### src/rtl/liteeth_sram_fifo_pkg.sv
// Shared types and helpers for the packet-aware SRAM FIFO controller.
package liteeth_sram_fifo_pkg;

    localparam int unsigned DEPTH_DEFAULT = 384;
    localparam int unsigned PTR_MAX_W     = 16;

    // Write-side frame state: no open frame, frame being stored, frame being dropped
    typedef enum logic [1:0] {
        IDLE  = 2'd0,
        FRAME = 2'd1,
        DROP  = 2'd2
    } wr_state_e;

    // Advance a circular pointer, wrapping depth-1 back to 0 (depth need not be 2^n)
    function automatic logic [PTR_MAX_W-1:0] ptr_inc(
        input logic [PTR_MAX_W-1:0] ptr,
        input logic [PTR_MAX_W-1:0] depth
    );
        return (ptr == depth - 16'd1) ? '0 : ptr + 16'd1;
    endfunction

endpackage

### src/rtl/liteeth_sram_fifo_obuf.sv
// Two-entry output skid buffer that absorbs the SRAM's one-cycle read latency.
module liteeth_sram_fifo_obuf #(
    parameter int DATA_W = 32
) (
    input  logic              sys_clk,
    input  logic              sys_rst,
    input  logic              push,
    input  logic [DATA_W-1:0] push_data,
    output logic              out_valid,
    input  logic              out_ready,
    output logic [DATA_W-1:0] out_data,
    output logic [1:0]        buf_cnt
);

    logic       wr_sel_q, wr_sel_d;
    logic       rd_sel_q, rd_sel_d;
    logic [1:0] cnt_q, cnt_d;
    logic       pop;

    assign out_valid = (cnt_q != 2'd0);
    assign pop       = out_valid && out_ready;
    assign buf_cnt   = cnt_q;

    // One storage register per entry, written when the write selector points at it
    for (genvar gi = 0; gi < 2; gi++) begin : g_ent
        logic [DATA_W-1:0] ent_q;
        always_ff @(posedge sys_clk) begin
            if (push && (wr_sel_q == 1'(gi))) begin
                ent_q <= push_data;
            end
        end
    end

    assign out_data = rd_sel_q ? g_ent[1].ent_q : g_ent[0].ent_q;

    // Occupancy and selector updates; push and pop may coincide
    always_comb begin
        wr_sel_d = wr_sel_q ^ push;
        rd_sel_d = rd_sel_q ^ pop;
        cnt_d    = cnt_q + 2'(push) - 2'(pop);
    end

    // Control state registers
    always_ff @(posedge sys_clk) begin
        if (sys_rst) begin
            wr_sel_q <= 1'b0;
            rd_sel_q <= 1'b0;
            cnt_q    <= 2'd0;
        end else begin
            wr_sel_q <= wr_sel_d;
            rd_sel_q <= rd_sel_d;
            cnt_q    <= cnt_d;
        end
    end

endmodule

### src/rtl/liteeth_sram_fifo_ctrl.sv
// Packet-aware circular frame buffer around a 1RW+1R SRAM for the MAC RX path.
// Frames become readable only once their last word is committed; aborted or
// overflowing frames are rewound. Optional statistics counters are enabled
// with the LITEETH_SRAM_FIFO_STATS_EN macro.
module liteeth_sram_fifo_ctrl
    import liteeth_sram_fifo_pkg::*;
#(
    parameter int DATA_W = 32,
    parameter int DEPTH  = DEPTH_DEFAULT,
    parameter int ADDR_W = 9
) (
    input  logic              sys_clk,
    input  logic              sys_rst,
    input  logic              sink_valid,
    input  logic [DATA_W-1:0] sink_data,
    input  logic              sink_last,
    input  logic              sink_abort,
    output logic              source_valid,
    input  logic              source_ready,
    output logic [DATA_W-1:0] source_data,
    output logic              ovf_drop,
    output logic [ADDR_W:0]   level,
    output logic              sram_csb0,
    output logic              sram_web0,
    output logic [3:0]        sram_wmask0,
    output logic [ADDR_W-1:0] sram_addr0,
    output logic [DATA_W-1:0] sram_din0,
    output logic              sram_csb1,
    output logic [ADDR_W-1:0] sram_addr1,
    input  logic [DATA_W-1:0] sram_dout1
`ifdef LITEETH_SRAM_FIFO_STATS_EN
    ,
    output logic [15:0]       stat_frames,
    output logic [15:0]       stat_drops
`endif
);

    localparam int CNT_W = ADDR_W + 1;

    wr_state_e         state_q, state_d;
    logic [ADDR_W-1:0] wr_ptr_q, wr_ptr_d;
    logic [ADDR_W-1:0] commit_ptr_q, commit_ptr_d;
    logic [ADDR_W-1:0] rd_ptr_q, rd_ptr_d;
    logic [CNT_W-1:0]  pending_q, pending_d;
    logic [CNT_W-1:0]  stored_q, stored_d;
    logic              inflight_q, inflight_d;

    logic [CNT_W-1:0]  space;
    logic [CNT_W-1:0]  commit_add;
    logic [ADDR_W-1:0] wr_ptr_inc;
    logic [ADDR_W-1:0] rd_ptr_inc;
    logic              in_drop;
    logic              wr_en;
    logic              ovf_c;
    logic              rd_issue;
    logic              pop;
    logic [1:0]        buf_cnt;
    logic [2:0]        occ;

    assign space      = CNT_W'(DEPTH) - stored_q - pending_q;
    assign in_drop    = (state_q == DROP);
    assign wr_en      = !sys_rst && sink_valid && !in_drop && (space != '0) && !sink_abort;
    assign wr_ptr_inc = ADDR_W'(ptr_inc(PTR_MAX_W'(wr_ptr_q), PTR_MAX_W'(DEPTH)));
    assign rd_ptr_inc = ADDR_W'(ptr_inc(PTR_MAX_W'(rd_ptr_q), PTR_MAX_W'(DEPTH)));

    // Write port is a straight pass-through of the current write pointer and data
    assign sram_wmask0 = 4'hF;
    assign sram_addr0  = wr_ptr_q;
    assign sram_din0   = sink_data;
    assign sram_csb0   = !wr_en;
    assign sram_web0   = !wr_en;
    assign ovf_drop    = ovf_c && !sys_rst;

    // Write FSM: accept, commit, abort-rewind and overflow-drop handling
    always_comb begin
        state_d      = state_q;
        wr_ptr_d     = wr_ptr_q;
        commit_ptr_d = commit_ptr_q;
        pending_d    = pending_q;
        commit_add   = '0;
        ovf_c        = 1'b0;
        if (sink_abort) begin
            // Abort beats last; a dropped frame also ends here
            wr_ptr_d  = commit_ptr_q;
            pending_d = '0;
            if (in_drop) begin
                ovf_c   = 1'b1;
                state_d = IDLE;
            end
        end else if (in_drop) begin
            if (sink_valid && sink_last) begin
                ovf_c   = 1'b1;
                state_d = IDLE;
            end
        end else if (sink_valid && (space == '0)) begin
            // No room: rewind and swallow the rest of this frame
            wr_ptr_d  = commit_ptr_q;
            pending_d = '0;
            if (sink_last) begin
                ovf_c = 1'b1;
            end else begin
                state_d = DROP;
            end
        end else if (wr_en) begin
            wr_ptr_d = wr_ptr_inc;
            if (sink_last) begin
                commit_ptr_d = wr_ptr_inc;
                commit_add   = pending_q + CNT_W'(1);
                pending_d    = '0;
            end else begin
                pending_d = pending_q + CNT_W'(1);
            end
        end
        if (state_d != DROP) begin
            state_d = (pending_d != '0) ? FRAME : IDLE;
        end
    end

    // Read issue: keep the skid buffer plus the in-flight read within two words
    always_comb begin
        occ        = 3'(buf_cnt) + 3'(inflight_q) - 3'(pop);
        rd_issue   = !sys_rst && (stored_q != '0) && (occ < 3'd2);
        rd_ptr_d   = rd_issue ? rd_ptr_inc : rd_ptr_q;
        inflight_d = rd_issue;
        stored_d   = stored_q + commit_add - CNT_W'(rd_issue);
    end

    assign sram_csb1  = !rd_issue;
    assign sram_addr1 = rd_ptr_q;

    // Pointer, counter and FSM state registers
    always_ff @(posedge sys_clk) begin
        if (sys_rst) begin
            state_q      <= IDLE;
            wr_ptr_q     <= '0;
            commit_ptr_q <= '0;
            rd_ptr_q     <= '0;
            pending_q    <= '0;
            stored_q     <= '0;
            inflight_q   <= 1'b0;
        end else begin
            state_q      <= state_d;
            wr_ptr_q     <= wr_ptr_d;
            commit_ptr_q <= commit_ptr_d;
            rd_ptr_q     <= rd_ptr_d;
            pending_q    <= pending_d;
            stored_q     <= stored_d;
            inflight_q   <= inflight_d;
        end
    end

    liteeth_sram_fifo_obuf #(
        .DATA_W (DATA_W)
    ) u_obuf (
        .sys_clk   (sys_clk),
        .sys_rst   (sys_rst),
        .push      (inflight_q),
        .push_data (sram_dout1),
        .out_valid (source_valid),
        .out_ready (source_ready),
        .out_data  (source_data),
        .buf_cnt   (buf_cnt)
    );

    assign pop   = source_valid && source_ready;
    assign level = stored_q + CNT_W'(inflight_q) + CNT_W'(buf_cnt);

`ifdef LITEETH_SRAM_FIFO_STATS_EN
    logic [15:0] stat_frames_q, stat_frames_d;
    logic [15:0] stat_drops_q, stat_drops_d;
    logic        commit_ev;
    logic        drop_ev;

    assign commit_ev = wr_en && sink_last;
    assign drop_ev   = (sink_abort && (pending_q != '0)) || ovf_drop;

    // Saturating frame and drop counters
    always_comb begin
        stat_frames_d = stat_frames_q;
        stat_drops_d  = stat_drops_q;
        if (commit_ev && (stat_frames_q != 16'hFFFF)) begin
            stat_frames_d = stat_frames_q + 16'd1;
        end
        if (drop_ev && (stat_drops_q != 16'hFFFF)) begin
            stat_drops_d = stat_drops_q + 16'd1;
        end
    end

    // Statistics registers
    always_ff @(posedge sys_clk) begin
        if (sys_rst) begin
            stat_frames_q <= '0;
            stat_drops_q  <= '0;
        end else begin
            stat_frames_q <= stat_frames_d;
            stat_drops_q  <= stat_drops_d;
        end
    end

    assign stat_frames = stat_frames_q;
    assign stat_drops  = stat_drops_q;
`endif

endmodule

### config.mk
export PLATFORM = sky130hd
export DESIGN_NAME = liteeth_sram_fifo_ctrl
export DESIGN_NICKNAME = d
export VERILOG_FILES = /design/src/rtl/liteeth_sram_fifo_pkg.sv /design/src/rtl/liteeth_sram_fifo_obuf.sv /design/src/rtl/liteeth_sram_fifo_ctrl.sv
export SDC_FILE = /design/constraint.sdc
export NUM_CORES = 1
export LEC_CHECK = 0
export ABC_CLOCK_PERIOD_IN_PS = 5000
export CORE_AREA = 4 4 120 134
export DETAILED_ROUTE_END_ITERATION = 8
export DIE_AREA = 0 0 124 138
export PLACE_DENSITY = 0.76
export SKIP_CTS_REPAIR_TIMING = 1
export SLEW_MARGIN = 20
export SYNTH_ARGS = -nofsm -noshare
export SYNTH_HDL_FRONTEND = slang
export SYNTH_SLANG_ARGS = --single-unit
### constraint.sdc
create_clock -name sys_clk -period 5 [get_ports sys_clk]
set_clock_uncertainty 0.2 [all_clocks]
set_input_delay 0.75 -clock sys_clk [delete_from_list [all_inputs] [get_ports sys_clk]]
set_output_delay 0.75 -clock sys_clk [all_outputs]
set_load 0.02 [all_outputs]
[After elaboration in Yosys (flattened, before gate mapping)]
Index checks and enable logic that the tools add are counted.
Storage, ports and cells
  output and inout port bits: 101
  input port bits: 70
  word-level logic and storage cells: 93
  bits in registers: 118
Operators by class
  reductions and logical operators: 25
  bitwise operators: 6
  muxes and demuxes: 31
  magnitude comparators: 1
  $add $sub $neg: 13
  eq/ne operators: 5
Operators with widths (number)
  2-to-1 mux 10 bit: 10
  2-to-1 mux 9 bit: 6
  2-to-1 mux 32 bit: 1
  nonzero test 10 bit: 3
  adder 9 x 1 -> 9 bit, second input constant: 2
  equality test 9 bit, second input constant: 2
  2-to-1 mux 2 bit: 7
  logical AND 1 bit: 12
  adder 10 x 1 -> 10 bit: 1
  adder 10 x 1 -> 10 bit, second input constant: 1
  adder 10 bit: 1
  adder 10 x 2 -> 10 bit: 1
  zero test 10 bit: 1
  subtractor 10 x 1 -> 10 bit: 1
  subtractor 10 bit: 1
  subtractor 9 x 10 -> 10 bit, first input constant: 1
  2-to-1 mux 1 bit: 7
  zero test 1 bit: 5
  AND reduction 5 bit: 1
  inequality test 2 bit, second input constant: 2
  NOT 1 bit: 4
  adder 2 x 1 -> 3 bit: 1
  less-than comparator 3 x 2 -> 1 bit, second input constant: 1
  nonzero test 3 bit: 1
  7 further kinds: 8

[Logic depth before layout (Yosys ltp)]
  depth after elaboration: 12
  mapped depth: 28
  mapped depth without buffers: 26

[Modules after synthesis]
A second synthesis with hierarchy kept.
Second synthesis, totals
  cells, all modules: 647
  area, all modules: 6746.5 um^2
Modules (own cells, without submodules)
  liteeth_sram_fifo_ctrl: area an instance 4195.3 um^2, instances 1, cells an instance 527
  liteeth_sram_fifo_obuf: area an instance 2551.2 um^2, instances 1, cells an instance 120

[Least setup slack after synthesis]
OpenSTA, ideal clock, no wires.
  path kind: reg2reg
  from: register stored_q[1]
  to: register stored_q[9]
  required time: 4.672 ns
  arrival: 4.859 ns
  stages on the path, launching flop included: 27
  library setup time: 0.128 ns
  clock period less this slack: 5.187 ns
  path slack: -0.187 ns
  cells stage by stage: dfxtp_1 > ha_1 > inv_1 > ha_1 > inv_1 > fa_1 > nor2b_1 > o2111ai_1 > a31o_2 > xnor2_1 > a211o_1 > and3_1 > clkbuf_1 > clkbuf_1 > nand2_1 > ha_1 > inv_1 > ha_1 > a21o_1 > a21oi_1 > o21ai_0 > a21oi_1 > o21ai_0 > a21o_1 > a21oi_1 > xnor2_1 > nor2_1
Between the ends
  word-level cells in the longest chain between the ends: 11
  elaborated cells between the ends (all ways): 16
  classes of those cells: add/sub: 4; mux: 4; reduce/logical: 8
Ends and longest elaborated chain
  from (decl): RTL line liteeth_sram_fifo_ctrl.sv:45  | logic [CNT_W-1:0] stored_q, stored_d;
  from (signal assigned): RTL line liteeth_sram_fifo_ctrl.sv:147  | stored_q <= stored_d;
  subtractor 9 x 10 -> 10 bit: RTL line liteeth_sram_fifo_ctrl.sv:60  | assign space = CNT_W'(DEPTH) - stored_q - pending_q;
  subtractor 10 bit: RTL line liteeth_sram_fifo_ctrl.sv:60
  nonzero test 10 bit: RTL line liteeth_sram_fifo_ctrl.sv:62  | assign wr_en = !sys_rst && sink_valid && !in_drop && (space != '0) && !sink_abort;
  logical AND 1 bit (2 in a row): RTL line liteeth_sram_fifo_ctrl.sv:62
  2-to-1 mux 10 bit: RTL line liteeth_sram_fifo_ctrl.sv:104  | end else if (wr_en) begin
  2-to-1 mux 10 bit: RTL line liteeth_sram_fifo_ctrl.sv:95  | end else if (sink_valid && (space == '0)) begin
  2-to-1 mux 10 bit: RTL line liteeth_sram_fifo_ctrl.sv:90  | end else if (in_drop) begin
  2-to-1 mux 10 bit: RTL line liteeth_sram_fifo_ctrl.sv:82  | if (sink_abort) begin
  adder 10 bit: RTL line liteeth_sram_fifo_ctrl.sv:125  | stored_d = stored_q + commit_add - CNT_W'(rd_issue);
  subtractor 10 x 1 -> 10 bit (*): RTL line liteeth_sram_fifo_ctrl.sv:125
Every way passes the cells marked *; elsewhere a longest branch is shown, timed or not.
A chain may end at the register's enable or synchronous reset.

[Worst setup path in the final report]
  from: register stored_q[1]
  to: register stored_q[8]
Same word-level chain as after synthesis.

==> flow_summary.rst <==
.. list-table::
   :header-rows: 1

   * - Metric
     - Value
   * - Highest attainable clock frequency
     - around 0.21 GHz
   * - Half-perimeter wire length after detailed placement
     - 10.2 mm
   * - Fraction of met1 tracks used by global routing
     - 19.5%
   * - Synthesized-area fraction occupied by adder cells
     - about a tenth
   * - Synth async-reset ratio
     - 0%
   * - Number of sinks on the clock net
     - approximately 120
   * - GP Congestion
     - between 0.9 and 1
   * - Unrepaired setup endpoints after global routing
     - true
   * - Fin. Hold Viols
     - 0
   * - Number of warnings issued by yosys
     - 0
   * - Count of input and output buffers
     - 102
   * - Largest buffer count on any clock path
     - 2
   * - First-pass DRT Iterations
     - 4
   * - Count of pins on the block boundary
     - around 170
   * - Drt total wl
     - approximately 14 mm
   * - Commonest cells after routing, fill and taps aside
     - 101 x sky130_fd_sc_hd__clkdlybuf4s50_1, 65 x sky130_fd_sc_hd__nor2_1, 64 x sky130_fd_sc_hd__edfxtp_1
   * - Register-to-register setup slack
     - about 0.18 ns
   * - Post-synthesis xor/xnor area fraction
     - about 5.7%
   * - GRT met3 Usage
     - between 5 and 6%
   * - Transition at the pin with the smallest max-transition slack
     - roughly 0.58 ns
   * - Clock tree from TritonCTS
     - yes
   * - DRC
     - 0
   * - Final period util
     - a little over nine tenths
   * - Violation count after the first detailed-route iteration
     - around 270
   * - Final setup fails
     - 0
   * - Initial Util
     - approximately 44%
   * - Crit Reg-Reg Startpoint
     - stored_q[1]$_SDFF_PP0_
   * - Post-synthesis compound-gate area fraction
     - about 8.6%
   * - Die outline area
     - 17100 µm²
   * - Final total negative setup slack
     - 0 ns
   * - Worst-path cell with the longest stage delay
     - sky130_fd_sc_hd__fa_1
   * - Sequential element share of the synthesized area
     - a little under half
   * - Insertion delay of the later-clocked pin in the worst-skew pair
     - ~0.40 ns
   * - Number of rows in the core area
     - between 40 and 50
   * - Peak per-stage delay on the critical path
     - 0.38 ns
   * - Static Leakage
     - between 0.003 and 0.004 µW
   * - Root cell of the clock tree
     - sky130_fd_sc_hd__clkbuf_16
   * - Fin worst setup slack
     - 0.182 ns
   * - Worst-case reg-to-reg path depth
     - 26
   * - Routing layer with the top usage in global route
     - met2
   * - Total instance count after detailed placement
     - 893
   * - Final period demand of the worst path
     - just under 5 ns
   * - Status
     - finished, final reports clean
   * - Data arrival time at the worst-slack endpoint
     - approximately 4.9 ns
   * - Mux contribution to synthesized area
     - approximately 7.1%
   * - Height of the chip
     - 138 µm
   * - Main combinational cell family by area after synthesis
     - simple AND/OR/NAND/NOR gates
   * - Worst-path clk slew
     - around 0.05 ns
   * - Worst supply voltage drop on vdd
     - between 400 and 500 µV
   * - Kind of critical path
     - reg -> reg
   * - Most frequently used flop master after synthesis
     - sky130_fd_sc_hd__edfxtp_1
   * - Number of antenna-violating nets in the routed design
     - 0
   * - Layout overhead on the synthesized area
     - 23.7%
   * - Highest net fanout along the worst path
     - 5
   * - Antenna fix cells
     - 0
   * - Vias in the first global route
     - roughly 4900
   * - Max Slew Vio Count
     - 0
   * - Worst setup EP type
     - register
   * - Final net count
     - ~840
   * - Max_slew headroom
     - 61.4%
   * - Maximum number of pins on one net before global-route repair
     - 53
   * - Number of different library cells in the post-synthesis netlist
     - 54
   * - Tightest Hold Check Type
     - reg -> reg
   * - Total CTS buffers
     - 17
   * - Die width
     - roughly 120 µm
   * - Mapped Area
     - between 6000 and 7000 µm²
   * - Number of H-tree levels
     - 4
   * - Number of antenna violations at the first check in global routing
     - 0
   * - Layout cells sized above 1
     - 12.6%
   * - Post-Synthesis Cells
     - roughly 640
   * - Critical Path Source Type
     - register
   * - Post-Synthesis Mean Instance Area
     - 10.2 µm²
   * - Overall track demand over capacity in global routing
     - between 15 and 20%
   * - Endpoint of the worst hold path
     - commit_ptr_q[3]$_SDFFE_PP0P_
   * - Reg-to-Reg End
     - stored_q[8]$_SDFF_PP0_
   * - Basic-gate share of the synthesized area counting and, or, nand and nor cells
     - 13.9%
   * - Worst Path Required
     - between 5 and 6 ns
   * - Post-placement setup slack
     - -0.0441 ns
   * - Number of cells in the finished layout apart from fillers
     - 926
   * - Count of flip-flops with a built-in enable after synthesis
     - between 60 and 70
   * - Residual overflow from global routing
     - 0
   * - Routed vias/inst
     - 5.17
   * - Met2 track demand over resource in global routing
     - between 20% and 30%
   * - Number of synthesized register bits
     - around 120
   * - Leading cell type in the layout, fill and taps excluded
     - sky130_fd_sc_hd__clkdlybuf4s50_1
   * - Hold Startpoint
     - commit_ptr_q[3]$_SDFFE_PP0P_
   * - Number of violations of the max-capacitance limit
     - 0
   * - Per-cell routed wire length
     - 15.3 µm
   * - Vias
     - about 4800
   * - Wire length of the first global-routing pass
     - 22.9 mm
   * - Core box area
     - roughly 15000 µm²
   * - Power Density
     - about 540 nW/µm²
   * - Hold Path Cell Cnt
     - 2
   * - Worst path most repeated cell
     - sky130_fd_sc_hd__inv_1
==> logic make-up after synthesis <==
logic type,Yosys count
simple gates,187
xor+xnor,42
other cells,1
compound gates,89
fa+ha+maj,48
buf+inv,110
flops,118
mux,42
==> final cells by class <==
cell class                      count  area (µm²)
Clock inverter                      7        37.5
Sequential cell                   118        3010
Multi-Input combinational cell    412        2980
Fill cell                        1248        6720
Timing Repair Buffer              115        1110
Inverter                           54         203
Clock buffer                       24         452
Tap cell                          196         245
==> power breakdown <==
group / switching, µW / internal, µW
combinational: 1080 / 955
sequential: 92.4 / 1210
clock: 389 / 622
total: 1560 / 2780
==> metal layers <==
layer,wire (µm),vias up
met5,0,-
met4,327,0
met3,1050,29
met2,6830,162
met1,5960,2259
li1,-,2336
==> synthesized netlist by cell type, types with 10 or more instances <==
cell type / n / area share (%)
sky130_fd_sc_hd__xnor2_1: 30 / 4.0
sky130_fd_sc_hd__xor2_1: 12 / 1.6
sky130_fd_sc_hd__nor3_1: 15 / 1.2
sky130_fd_sc_hd__ha_1: 43 / 8.3
sky130_fd_sc_hd__edfxtp_1: 64 / 30
sky130_fd_sc_hd__nand3_1: 14 / 1.1
sky130_fd_sc_hd__clkbuf_1: 14 / 0.81
sky130_fd_sc_hd__nor2b_1: 10 / 0.96
sky130_fd_sc_hd__inv_1: 54 / 3.1
sky130_fd_sc_hd__nor2_1: 65 / 3.8
sky130_fd_sc_hd__o21ai_0: 17 / 1.3
sky130_fd_sc_hd__dfxtp_1: 54 / 17
sky130_fd_sc_hd__a21oi_1: 31 / 2.4
sky130_fd_sc_hd__mux2_2: 34 / 5.9
sky130_fd_sc_hd__buf_4: 37 / 4.3
sky130_fd_sc_hd__nand2_1: 38 / 2.2
==> flip-flops by register name (all words and copies together), names as in the netlist <==
register,count
pending_q,10
u_obuf.wr_sel_q,1
u_obuf.buf_cnt,2
commit_ptr_q,9
inflight_q,1
stored_q,10
sram_addr0,9
sram_addr1,9
u_obuf.rd_sel_q,1
state_q,2
u_obuf.g_ent.ent_q,64
==> per-stage QoR <==
stage	hold slack, ns	utilization (%)	instance area [µm²]	total power [µW]
2_1_floorplan	0.236	-	6510	2670
3_3_place_gp	0.243	50.8	7500	3220
3_5_place_dp	0.249	50.8	7500	3280
4_1_cts	0.256	54.1	7990	4310
5_1_grt	0.287	54.5	8040	4640
6_report	0.257	54.5	8040	4340
==> how the worst max path moves through the flow <==
stage                                 start                endpoint  slack, ns  depth (start not counted)
floorplan           pending_q[1]$_SDFF_PP0_  stored_q[9]$_SDFF_PP0_       0.01                         26
global placement    pending_q[1]$_SDFF_PP0_  stored_q[8]$_SDFF_PP0_       0.15                         26
detailed placement  pending_q[1]$_SDFF_PP0_  stored_q[8]$_SDFF_PP0_      -0.04                         26
CTS                 pending_q[1]$_SDFF_PP0_  stored_q[8]$_SDFF_PP0_      -0.06                         26
global route         stored_q[1]$_SDFF_PP0_  stored_q[8]$_SDFF_PP0_      -0.09                         26
finish               stored_q[1]$_SDFF_PP0_  stored_q[8]$_SDFF_PP0_       0.18                         26
==> critical path: cells and delay by family, from the launching register on <==
kind / cells / cell delay, ns
fa+ha+maj: 6 / 1.56
simple gates: 6 / 0.77
compound gates: 8 / 1.30
xor+xnor: 2 / 0.27
buf+inv: 4 / 0.22
flops: 1 / 0.36
No activity file was read; power rests on OpenSTA's default activity.
